$ cat src/rtl/usb_audio_pkg.sv
// ---------------------------------------------------------------------------
// usb_audio_pkg
// Shared definitions for the USB audio datapath blocks.
//   GAIN_WIDTH / GAIN_UNITY : channel gain format (9-bit unsigned, 256 = 1.0)
//   PCM_WIDTH               : default signed PCM sample width
//   stereo_frame_t          : one left/right signed sample pair
//   volumeToGain()          : maps an 8-bit control-endpoint volume to a gain
// ---------------------------------------------------------------------------
package usb_audio_pkg;

    localparam int GAIN_WIDTH = 9;
    localparam int GAIN_UNITY = 256;
    localparam int PCM_WIDTH  = 24;

    typedef struct packed {
        logic signed [PCM_WIDTH-1:0] left;
        logic signed [PCM_WIDTH-1:0] right;
    } stereo_frame_t;

    // Adding the volume MSB back in stretches 0x00..0xFF onto 0..256, so full
    // volume is exact unity while the mapping stays monotonic.
    function automatic logic [GAIN_WIDTH-1:0] volumeToGain(input logic [7:0] volume);
        return {1'b0, volume} + {{(GAIN_WIDTH-1){1'b0}}, volume[7]};
    endfunction

endpackage

$ cat src/rtl/usb_gain_ramp.sv
// ---------------------------------------------------------------------------
// usb_gain_ramp
// Per-channel gain register that walks toward a target gain by a fixed step
// each time a frame is accepted, clamping at the target.
//   clk_i       : system clock
//   reset_ni    : synchronous, active-low reset (gain -> 0)
//   target_i    : gain the channel should settle at (0..256)
//   stepEn_i    : one step is taken in a cycle where this is high
//   forceZero_i : drops the gain straight to 0 on the next clock
//   gain_o      : current gain
// ---------------------------------------------------------------------------
module usb_gain_ramp
    import usb_audio_pkg::*;
#(
    parameter int RAMP_STEP = 1
) (
    input  logic                  clk_i,
    input  logic                  reset_ni,
    input  logic [GAIN_WIDTH-1:0] target_i,
    input  logic                  stepEn_i,
    input  logic                  forceZero_i,
    output logic [GAIN_WIDTH-1:0] gain_o
);

    // A step larger than unity would only ever jump straight to the target.
    localparam logic [GAIN_WIDTH-1:0] STEP = (RAMP_STEP > GAIN_UNITY)
        ? GAIN_WIDTH'(GAIN_UNITY) : GAIN_WIDTH'(RAMP_STEP);

    logic [GAIN_WIDTH-1:0] gain_q;
    logic [GAIN_WIDTH-1:0] gain_d;

    // Move toward the target by STEP, landing exactly on it when closer than
    // one step; the subtractions are ordered so neither can underflow.
    always_comb begin
        gain_d = gain_q;
        if (forceZero_i) begin
            gain_d = '0;
        end else if (stepEn_i) begin
            if (gain_q < target_i) begin
                gain_d = ((target_i - gain_q) > STEP) ? (gain_q + STEP) : target_i;
            end else if (gain_q > target_i) begin
                gain_d = ((gain_q - target_i) > STEP) ? (gain_q - STEP) : target_i;
            end
        end
    end

    // Gain register with synchronous reset.
    always_ff @(posedge clk_i) begin
        if (!reset_ni) begin
            gain_q <= '0;
        end else begin
            gain_q <= gain_d;
        end
    end

    assign gain_o = gain_q;

endmodule

$ cat src/rtl/usb_volume_ramp.sv
// ---------------------------------------------------------------------------
// usb_volume_ramp
// Applies the control endpoint's Active/Mute/Volume settings to the stereo
// PCM stream, ramping each channel's gain one step per accepted frame to
// avoid zipper noise and clicks.
//   Clk, Reset                 : clock, synchronous active-low reset
//   Active, Mute               : interface active / mute controls
//   Volume_Left, Volume_Right  : 8-bit volumes (0x00 silent, 0xFF unity)
//   In_Valid/In_Ready/In_*     : incoming signed stereo frames
//   Out_Valid/Out_Ready/Out_*  : scaled stereo frames, 2-stage pipeline
//   Silent                     : both gains 0 and pipeline empty (registered)
// ---------------------------------------------------------------------------
module usb_volume_ramp
    import usb_audio_pkg::*;
#(
    parameter int SAMPLE_WIDTH = 24,
    parameter int RAMP_STEP    = 1
) (
    input  logic                           Clk,
    input  logic                           Reset,
    input  logic                           Active,
    input  logic                           Mute,
    input  logic [7:0]                     Volume_Left,
    input  logic [7:0]                     Volume_Right,
    input  logic                           In_Valid,
    output logic                           In_Ready,
    input  logic signed [SAMPLE_WIDTH-1:0] In_Left,
    input  logic signed [SAMPLE_WIDTH-1:0] In_Right,
    output logic                           Out_Valid,
    input  logic                           Out_Ready,
    output logic signed [SAMPLE_WIDTH-1:0] Out_Left,
    output logic signed [SAMPLE_WIDTH-1:0] Out_Right,
    output logic                           Silent
);

    localparam int PW = SAMPLE_WIDTH + 10;

    logic                         en;
    logic                         accept;
    logic                         zeroTarget;
    logic                         forceZero;
    logic [GAIN_WIDTH-1:0]        targetLeft;
    logic [GAIN_WIDTH-1:0]        targetRight;
    logic [GAIN_WIDTH-1:0]        gainLeft;
    logic [GAIN_WIDTH-1:0]        gainRight;

    logic                         s1Valid_q,     s1Valid_d;
    logic signed [SAMPLE_WIDTH-1:0] s1Left_q,    s1Left_d;
    logic signed [SAMPLE_WIDTH-1:0] s1Right_q,   s1Right_d;
    logic [GAIN_WIDTH-1:0]        s1GainLeft_q,  s1GainLeft_d;
    logic [GAIN_WIDTH-1:0]        s1GainRight_q, s1GainRight_d;
    logic                         outValid_q,    outValid_d;
    logic signed [SAMPLE_WIDTH-1:0] outLeft_q,   outLeft_d;
    logic signed [SAMPLE_WIDTH-1:0] outRight_q,  outRight_d;
    logic                         silent_q,      silent_d;

    logic signed [PW-1:0]         productLeft;
    logic signed [PW-1:0]         productRight;
    logic signed [SAMPLE_WIDTH-1:0] scaledLeft;
    logic signed [SAMPLE_WIDTH-1:0] scaledRight;
    logic                         unusedProductBits;

    // The whole pipeline moves as one unit; In_Ready is combinational from
    // Out_Ready so a full pipeline can still stream one frame per clock.
    assign en       = Out_Ready | ~outValid_q;
    assign In_Ready = en;
    assign accept   = In_Valid & en;

    assign zeroTarget  = Mute | ~Active;
    assign forceZero   = ~Active;
    assign targetLeft  = zeroTarget ? '0 : volumeToGain(Volume_Left);
    assign targetRight = zeroTarget ? '0 : volumeToGain(Volume_Right);

    usb_gain_ramp #(.RAMP_STEP(RAMP_STEP)) u_rampLeft (
        .clk_i       (Clk),
        .reset_ni    (Reset),
        .target_i    (targetLeft),
        .stepEn_i    (accept),
        .forceZero_i (forceZero),
        .gain_o      (gainLeft)
    );

    usb_gain_ramp #(.RAMP_STEP(RAMP_STEP)) u_rampRight (
        .clk_i       (Clk),
        .reset_ni    (Reset),
        .target_i    (targetRight),
        .stepEn_i    (accept),
        .forceZero_i (forceZero),
        .gain_o      (gainRight)
    );

    // Both operands are widened to the product width; the gain is zero-
    // extended so 256 stays positive. Taking bits above 8 is an arithmetic
    // shift, i.e. truncation toward minus infinity.
    assign productLeft  = $signed({{10{s1Left_q[SAMPLE_WIDTH-1]}}, s1Left_q})
                        * $signed({{(SAMPLE_WIDTH+1){1'b0}}, s1GainLeft_q});
    assign productRight = $signed({{10{s1Right_q[SAMPLE_WIDTH-1]}}, s1Right_q})
                        * $signed({{(SAMPLE_WIDTH+1){1'b0}}, s1GainRight_q});
    assign scaledLeft   = productLeft[SAMPLE_WIDTH+7:8];
    assign scaledRight  = productRight[SAMPLE_WIDTH+7:8];

    // Gain never exceeds unity, so the dropped top bits are pure sign copies.
    assign unusedProductBits = ^{productLeft[PW-1:SAMPLE_WIDTH+8], productLeft[7:0],
                                 productRight[PW-1:SAMPLE_WIDTH+8], productRight[7:0]};

    // Next-state for both pipeline stages: stage 1 captures the frame with
    // the gains in force before this cycle's ramp step, stage 2 captures the
    // scaled result. Nothing moves while the output is stalled.
    always_comb begin
        s1Valid_d     = s1Valid_q;
        s1Left_d      = s1Left_q;
        s1Right_d     = s1Right_q;
        s1GainLeft_d  = s1GainLeft_q;
        s1GainRight_d = s1GainRight_q;
        outValid_d    = outValid_q;
        outLeft_d     = outLeft_q;
        outRight_d    = outRight_q;
        if (en) begin
            s1Valid_d = accept;
            if (accept) begin
                s1Left_d      = In_Left;
                s1Right_d     = In_Right;
                s1GainLeft_d  = gainLeft;
                s1GainRight_d = gainRight;
            end
            outValid_d = s1Valid_q;
            if (s1Valid_q) begin
                outLeft_d  = scaledLeft;
                outRight_d = scaledRight;
            end
        end
        silent_d = (gainLeft == '0) && (gainRight == '0) && !s1Valid_q && !outValid_q;
    end

    // Pipeline and status registers; reset drops any frames in flight.
    always_ff @(posedge Clk) begin
        if (!Reset) begin
            s1Valid_q     <= 1'b0;
            s1Left_q      <= '0;
            s1Right_q     <= '0;
            s1GainLeft_q  <= '0;
            s1GainRight_q <= '0;
            outValid_q    <= 1'b0;
            outLeft_q     <= '0;
            outRight_q    <= '0;
            silent_q      <= 1'b1;
        end else begin
            s1Valid_q     <= s1Valid_d;
            s1Left_q      <= s1Left_d;
            s1Right_q     <= s1Right_d;
            s1GainLeft_q  <= s1GainLeft_d;
            s1GainRight_q <= s1GainRight_d;
            outValid_q    <= outValid_d;
            outLeft_q     <= outLeft_d;
            outRight_q    <= outRight_d;
            silent_q      <= silent_d;
        end
    end

    assign Out_Valid = outValid_q;
    assign Out_Left  = outLeft_q;
    assign Out_Right = outRight_q;
    assign Silent    = silent_q;

endmodule

$ cat config.mk
export PLATFORM = sky130hd
export DESIGN_NAME = usb_volume_ramp
export DESIGN_NICKNAME = d
export VERILOG_FILES = /design/src/rtl/usb_audio_pkg.sv /design/src/rtl/usb_gain_ramp.sv /design/src/rtl/usb_volume_ramp.sv
export SDC_FILE = /design/constraint.sdc
export NUM_CORES = 1
export LEC_CHECK = 0
export ABC_AREA = 1
export ABC_CLOCK_PERIOD_IN_PS = 6200
export BUFFER_PORTS_ARGS = -buffer_cell sky130_fd_sc_hd__buf_2
export CAP_MARGIN = 5
export CORE_MARGIN = 1.5
export CORE_UTILIZATION = 65
export DETAILED_ROUTE_END_ITERATION = 10
export GPL_TIMING_DRIVEN = 0
export PLACE_DENSITY = 0.92
export SLEW_MARGIN = 20
export SYNTH_ARGS = -nofsm -noshare
export SYNTH_HDL_FRONTEND = slang
export SYNTH_HIERARCHICAL = 1
export SYNTH_SLANG_ARGS = --single-unit
$ cat constraint.sdc
create_clock -name Clk -period 6.2 [get_ports Clk]
set_input_delay 1.24 -clock Clk [delete_from_list [all_inputs] [get_ports Clk]]
set_output_delay 1.24 -clock Clk [all_outputs]
set_load 0.01 [all_outputs]
=== After elaboration in Yosys (flattened, before gate mapping) ===
Cells that the tools add are included.

* Flip-flop bits (word level): 135
* Input bits: 70
* Output and inout bits: 51

* $add $sub $neg: 10
* Multiply operators: 2
* $lt $le $gt $ge: 8
* Multiplexer cells: 10
* Bitwise logic cells: 5
* Reductions and logical operators: 14

{| class="wikitable"
|+ Operators by type and width
! operator !! number
|-
| two-way mux 9 bit || 10
|-
| multiplier 24 x 10 -> 32 bit || 2
|-
| greater-than comparator 9 x 1 -> 1 bit, second input constant || 4
|-
| subtractor 9 bit || 4
|-
| adder 8 x 1 -> 9 bit || 2
|-
| adder 9 x 1 -> 9 bit, second input constant || 2
|-
| greater-than comparator 9 bit || 2
|-
| logical NOT 9 bit || 2
|-
| < comparator 9 bit || 2
|-
| subtractor 9 x 1 -> 9 bit, second input constant || 2
|-
| AND reduction 2 bit || 5
|-
| nonzero test 2 bit || 2
|-
| logical AND 1 bit || 3
|-
| logical NOT 1 bit || 2
|-
| inverter 1 bit || 2
|-
| bitwise OR 1 bit || 2
|-
| bitwise AND 1 bit || 1
|}

=== Longest topological paths before layout ===
* Depth after elaboration: 8
* Depth in mapped cells: 28

=== Hierarchy ===
The synthesis kept the hierarchy.

{| class="wikitable"
|+ Modules (own cells, without submodules)
! module !! times used !! cells each !! area each (sq um) !! sequential area each (sq um)
|-
| usb_volume_ramp || 1 || 3,043 || 20,783.7 || 2,342.2
|-
| usb_gain_ramp || 2 || 341 || 2,004.4 || 180.2
|}

=== Least setup slack after synthesis ===
Ideal clock, no wire load.

* Path type: register to register
* Start point: register s1GainRight_q[4]
* End point: register outRight_q[21] (netlist: Out_Right[21])
* Setup time: 0.109 ns
* Arrival time: 4.682 ns
* Data required time: 6.091 ns
* Slack: 1.409 ns
* Cell stages (with the launch flop): 25
* Buffers on the path: 2
* Clock period less this slack: 4.791 ns
* Cell sequence: dfxtp_1 > clkbuf_1 > clkbuf_1 > nand2_1 > fa_1 > inv_1 > fa_1 > fa_1 > fa_1 > inv_1 > fa_1 > inv_1 > ha_1 > nand2_2 > inv_1 > a21oi_1 > inv_1 > a21oi_1 > nand2_1 > nand2_1 > nand2_1 > nand2_1 > nand3_1 > nand2_1 > inv_1

* Word-level cells in the longest chain between the ends: 1

{| class="wikitable"
|+ RTL lines
! item !! RTL line !! text
|-
| start, declared || usb_volume_ramp.sv:51 || <nowiki>logic [GAIN_WIDTH-1:0] s1GainRight_q, s1GainRight_d;</nowiki>
|-
| start signal, assigned || usb_volume_ramp.sv:152 || <nowiki>s1GainRight_q <= s1GainRight_d;</nowiki>
|-
| multiplier 24 x 10 -> 32 bit || usb_volume_ramp.sv:98 || <nowiki>* $signed({{(SAMPLE_WIDTH+1){1'b0}}, s1GainRight_q});</nowiki>
|-
| end signal, assigned || usb_volume_ramp.sv:155 || <nowiki>outRight_q <= outRight_d;</nowiki>
|-
| end, declared || usb_volume_ramp.sv:54 || <nowiki>logic signed [SAMPLE_WIDTH-1:0] outRight_q, outRight_d;</nowiki>
|}

No other way between the ends.
A chain may end at the register's enable or synchronous reset.

=== Final worst setup path ===
* Start point: register s1GainLeft_q[2]
* End point: register outLeft_q[23] (netlist: Out_Left[23])

* Word-level cells in the longest chain between the ends: 1

{| class="wikitable"
|+ RTL lines
! item !! RTL line !! text
|-
| start, declared || usb_volume_ramp.sv:50 || <nowiki>logic [GAIN_WIDTH-1:0] s1GainLeft_q, s1GainLeft_d;</nowiki>
|-
| start signal, assigned || usb_volume_ramp.sv:151 || <nowiki>s1GainLeft_q <= s1GainLeft_d;</nowiki>
|-
| multiplier 24 x 10 -> 32 bit || usb_volume_ramp.sv:96 || <nowiki>* $signed({{(SAMPLE_WIDTH+1){1'b0}}, s1GainLeft_q});</nowiki>
|-
| end signal, assigned || usb_volume_ramp.sv:154 || <nowiki>outLeft_q <= outLeft_d;</nowiki>
|-
| end, declared || usb_volume_ramp.sv:53 || <nowiki>logic signed [SAMPLE_WIDTH-1:0] outLeft_q, outLeft_d;</nowiki>
|}

No other way between the ends.

==> qor.yml <==
run_status:
  run_status: "completed"
floorplanning:
  core_region_area_mm2: 0.0376
  die_y_um: 198
  ioPinCount: 121
  die_w_um: 198
  num_rows: 71
  initial_core_util: 0.660
  dieArea_mm2: 0.0393
finish:
  drive_gt1_frac: 0.0696
  multi_input_area_mm2: 0.0179
  fill_cells: 2973
  area_delta_synth_final_pct: 7.51
  regArea_mm2: 0.00270
  nets: 4452
logic_synthesis:
  ys_types: 45
  yosys.area_share.simple: 0.282
  synthArstFlopShare: 0
  seq_area_frac_synth: 0.109
  syn_inst: 3725
  yosys.area.top_type: "fa_1"
  synth.avg_cell_area_um2: 6.66
  synth_enable_flop_cells: 0
  synth_top_area_frac: 0.278
  ys.flop_type: "dfxtp_1"
  synth_compound_area_frac: 0.0579
  synth_fa_ha_area_frac: 0.366
  ys_seq_elements: 135
  syn_nets: 4313
  muxShareOfSynthArea: 0
  synth_top_family_by_area: "adder cells"
  ys_warn_count: 6
  yosys.area_share.xor_xnor: 0.0177
  synth_area_leaders: "fa_1 (28%), nand2_1 (15%), inv_1 (14%), dfxtp_1 (11%), ha_1 (8.8%)"
  netlist_area_mm2: 0.0248
sta:
  final-hold-violation-count: 0
  finalSetupTns_ns: 0
  min_period_ns: 5.96
  holdWs_ns: 0.469
  rsz0062_at_grt: "no"
  fin_skew_ns: 0.0156
  finalCritPeriodShare: 0.962
  worstMarginPinSlew_ns: 0.941
  setup_viol: 0
  drv_slew: 0
  slew_headroom: 0.373
  fmax_ghz: 0.168
clocking:
  holdBufCountCts: 0
  cts_inserted_buffers: 17
  root_buffer: "clkbuf_16"
  cts_sinks: 135
  path_clk_slew_ns: 0.07
  cts_buffer_depth: 2
  htreeDepth: 4
  worstSkewPairLatency_ns: 0.47
  cts_tree: "yes"
critical_path:
  required_ns: 6.56
  cp.arrival_ns: 6.32
  reg2reg_slack_ns: 0.24
  worstReg2RegEnd: "Out_Left[23]"
  critPathCapture: "Out_Left[23]"
  crit_fanout: 10
  crit_start: "s1GainLeft_q[2]"
  worst_setup_path_end_kind: "register"
  rr_worst_depth: 24
  startpoint_type: "register"
  rr_startpoint: "s1GainLeft_q[2]"
  crit_type: "reg -> reg"
placed_design:
  portBuffers: 120
  gp_congestion: 1.00
  hpwl_um: 57500
power:
  power.density_mw_per_mm2: 166
  peakVddDrop_v: 0.000189
  p_leak_nw: 16.6
detailed_routing:
  dr_total_vias: 23700
  drt_iter0_markers: 2189
  drt-total-wl_um: 71400
  firstDrtPassIters: 8
  routedWlPerCell_um: 16.3
  routed_via_density: 5.40
  ant_nets: 0
  drcViolationCount: 0
global_routing:
  grt_remaining_overflow: 0
  grt_pass1_wl_um: 116000
  grt.total_usage: 0.378
  first_global_vias: 23700
  antenna_found_initial: 3
  grt_max_degree: 17
job:
  maxCapViolCount: 0
worst_hold_path:
  hp-class: "reg -> reg"
==> final cells by class <==
type                    instances  area share
multi-input cells            2503       0.672
inverters                     936       0.132
flip-flops and latches        135       0.101
plain buffers                 151      0.0247
well taps                     511      0.0240
repair buffers                120      0.0225
clock buffers                  19      0.0170
clock inverters                13     0.00596
diodes                          2    0.000188
==> stage by stage <==
stage | total power [mW] | cell area (um^2) | setup WS [ns] | util | cells
6_report | 4.43 | 26700 | 0.237 | 0.709 | 4390
5_1_grt | 4.74 | 26700 | 0.0146 | 0.709 | 4388
4_1_cts | 4.38 | 26600 | 0.235 | 0.709 | 4388
3_5_place_dp | 3.27 | 26000 | 0.273 | 0.693 | 4356
3_3_place_gp | 3.20 | 26000 | 0.426 | 0.693 | 4356
2_1_floorplan | 2.64 | 24800 | 1.41 | - | 3725
==> placed cells by master, fill, tap and decap left out, types with 3 or more instances in the layout <==
| cell type | n |
|---|---|
| buf_6 | 6 |
| nand2_1 | 1002 |
| xnor2_1 | 10 |
| nor2_1 | 313 |
| clkbuf_2 | 7 |
| inv_6 | 5 |
| ha_1 | 174 |
| o211ai_1 | 7 |
| inv_2 | 20 |
| fa_1 | 344 |
| nand3_1 | 215 |
| nor2_8 | 4 |
| buf_2 | 133 |
| inv_1 | 916 |
| o21bai_1 | 14 |
| nand4_1 | 34 |
| buf_1 | 27 |
| nor2_2 | 12 |
| a31oi_1 | 4 |
| buf_4 | 4 |
| nor4_1 | 7 |
| a21oi_2 | 4 |
| clkbuf_16 | 17 |
| clkbuf_1 | 92 |
| nor3b_1 | 10 |
| a21oi_1 | 103 |
| nor3_1 | 20 |
| o21ai_1 | 11 |
| dfxtp_1 | 135 |
| xor2_1 | 40 |
| nor2_4 | 3 |
| o21ai_0 | 118 |
| nand2_2 | 31 |
==> worst min path at each step <==
stage	from	endpoint	slack, ns	cells after the start
2_1_floorplan	s1Valid_q	s1Valid_q	0.44	2
6_report	s1Valid_q	s1Valid_q	0.47	2
3_5_place_dp	s1Valid_q	s1Valid_q	0.46	2
3_3_place_gp	s1Valid_q	s1Valid_q	0.45	2
4_1_cts	s1Valid_q	s1Valid_q	0.47	2
5_1_grt	s1Valid_q	s1Valid_q	0.53	2
==> kinds of logic after synthesis <==
family	Yosys count
XOR/XNOR	50
flip-flops	135
adder cells (fa/ha/maj)	518
buffers and inverters	1087
AND/OR/NAND/NOR	1667
AO/OA/AOI/OAI	268
==> critical path: stages, from the launching register on <==
cell and delay [ns]:
dfxtp_1 0.33, clkbuf_1 0.42, clkbuf_1 0.55, nand2_1 0.18, fa_1 0.55, inv_1 0.05, fa_1 0.50, fa_1 0.51
fa_1 0.50, inv_1 0.05, fa_1 0.55, inv_1 0.06, ha_1 0.35, nand2_1 0.17, inv_1 0.05, a21oi_1 0.22
nor2_1 0.07, nor2_1 0.12, nand2_2 0.11, nand2_1 0.10, nand2_1 0.05, nand2_1 0.06, nand3_1 0.17, nand2_1 0.11
inv_1 0.04
==> synth_stat cells (11+ instances only) <==
cell type,instances
o21ai_0,118
xor2_1,40
o21ai_1,11
inv_2,20
buf_1,27
ha_1,174
dfxtp_1,135
nand2_2,31
nor2_2,12
nand2_1,1002
a21oi_1,103
o21bai_1,14
clkbuf_1,97
fa_1,344
nor3_1,20
nand3_1,215
buf_2,13
inv_1,916
nand4_1,34
nor2_1,313
==> metal layers <==
layer | up-vias | global-route usage | share of wire
met5 | - | 0 | 0.00017
met4 | 2 | 0.203 | 0.052
met3 | 276 | 0.0833 | 0.092
met2 | 1207 | 0.638 | 0.47
met1 | 11000 | 0.450 | 0.38
li1 | 11200 | - | -
==> what timing repair did <==
action | 4_1_cts | 5_1_grt
endpoints found under the setup margin | 0 | 10
gates resized for setup | 0 | 8
buffers inserted | 0 | 0
==> report_power, final <==
| group | total, mW | internal (mW) | leakage, nW | switching (mW) |
|---|---|---|---|---|
| logic | 2.33 | 0.775 | 15.2 | 1.55 |
| clock network | 1.10 | 0.626 | 0.295 | 0.477 |
| registers | 0.993 | 0.940 | 1.11 | 0.0528 |
==> sequential cells by signal (all words and copies together) (netlist names), 9 cells and up <==
register,cells
u_rampLeft/gain_o,9
s1Right_q,24
Out_Right,24
s1Left_q,24
s1GainLeft_q,9
Out_Left,24
s1GainRight_q,9
u_rampRight/gain_o,9
Note: power is estimated with default switching activity, not from simulation.
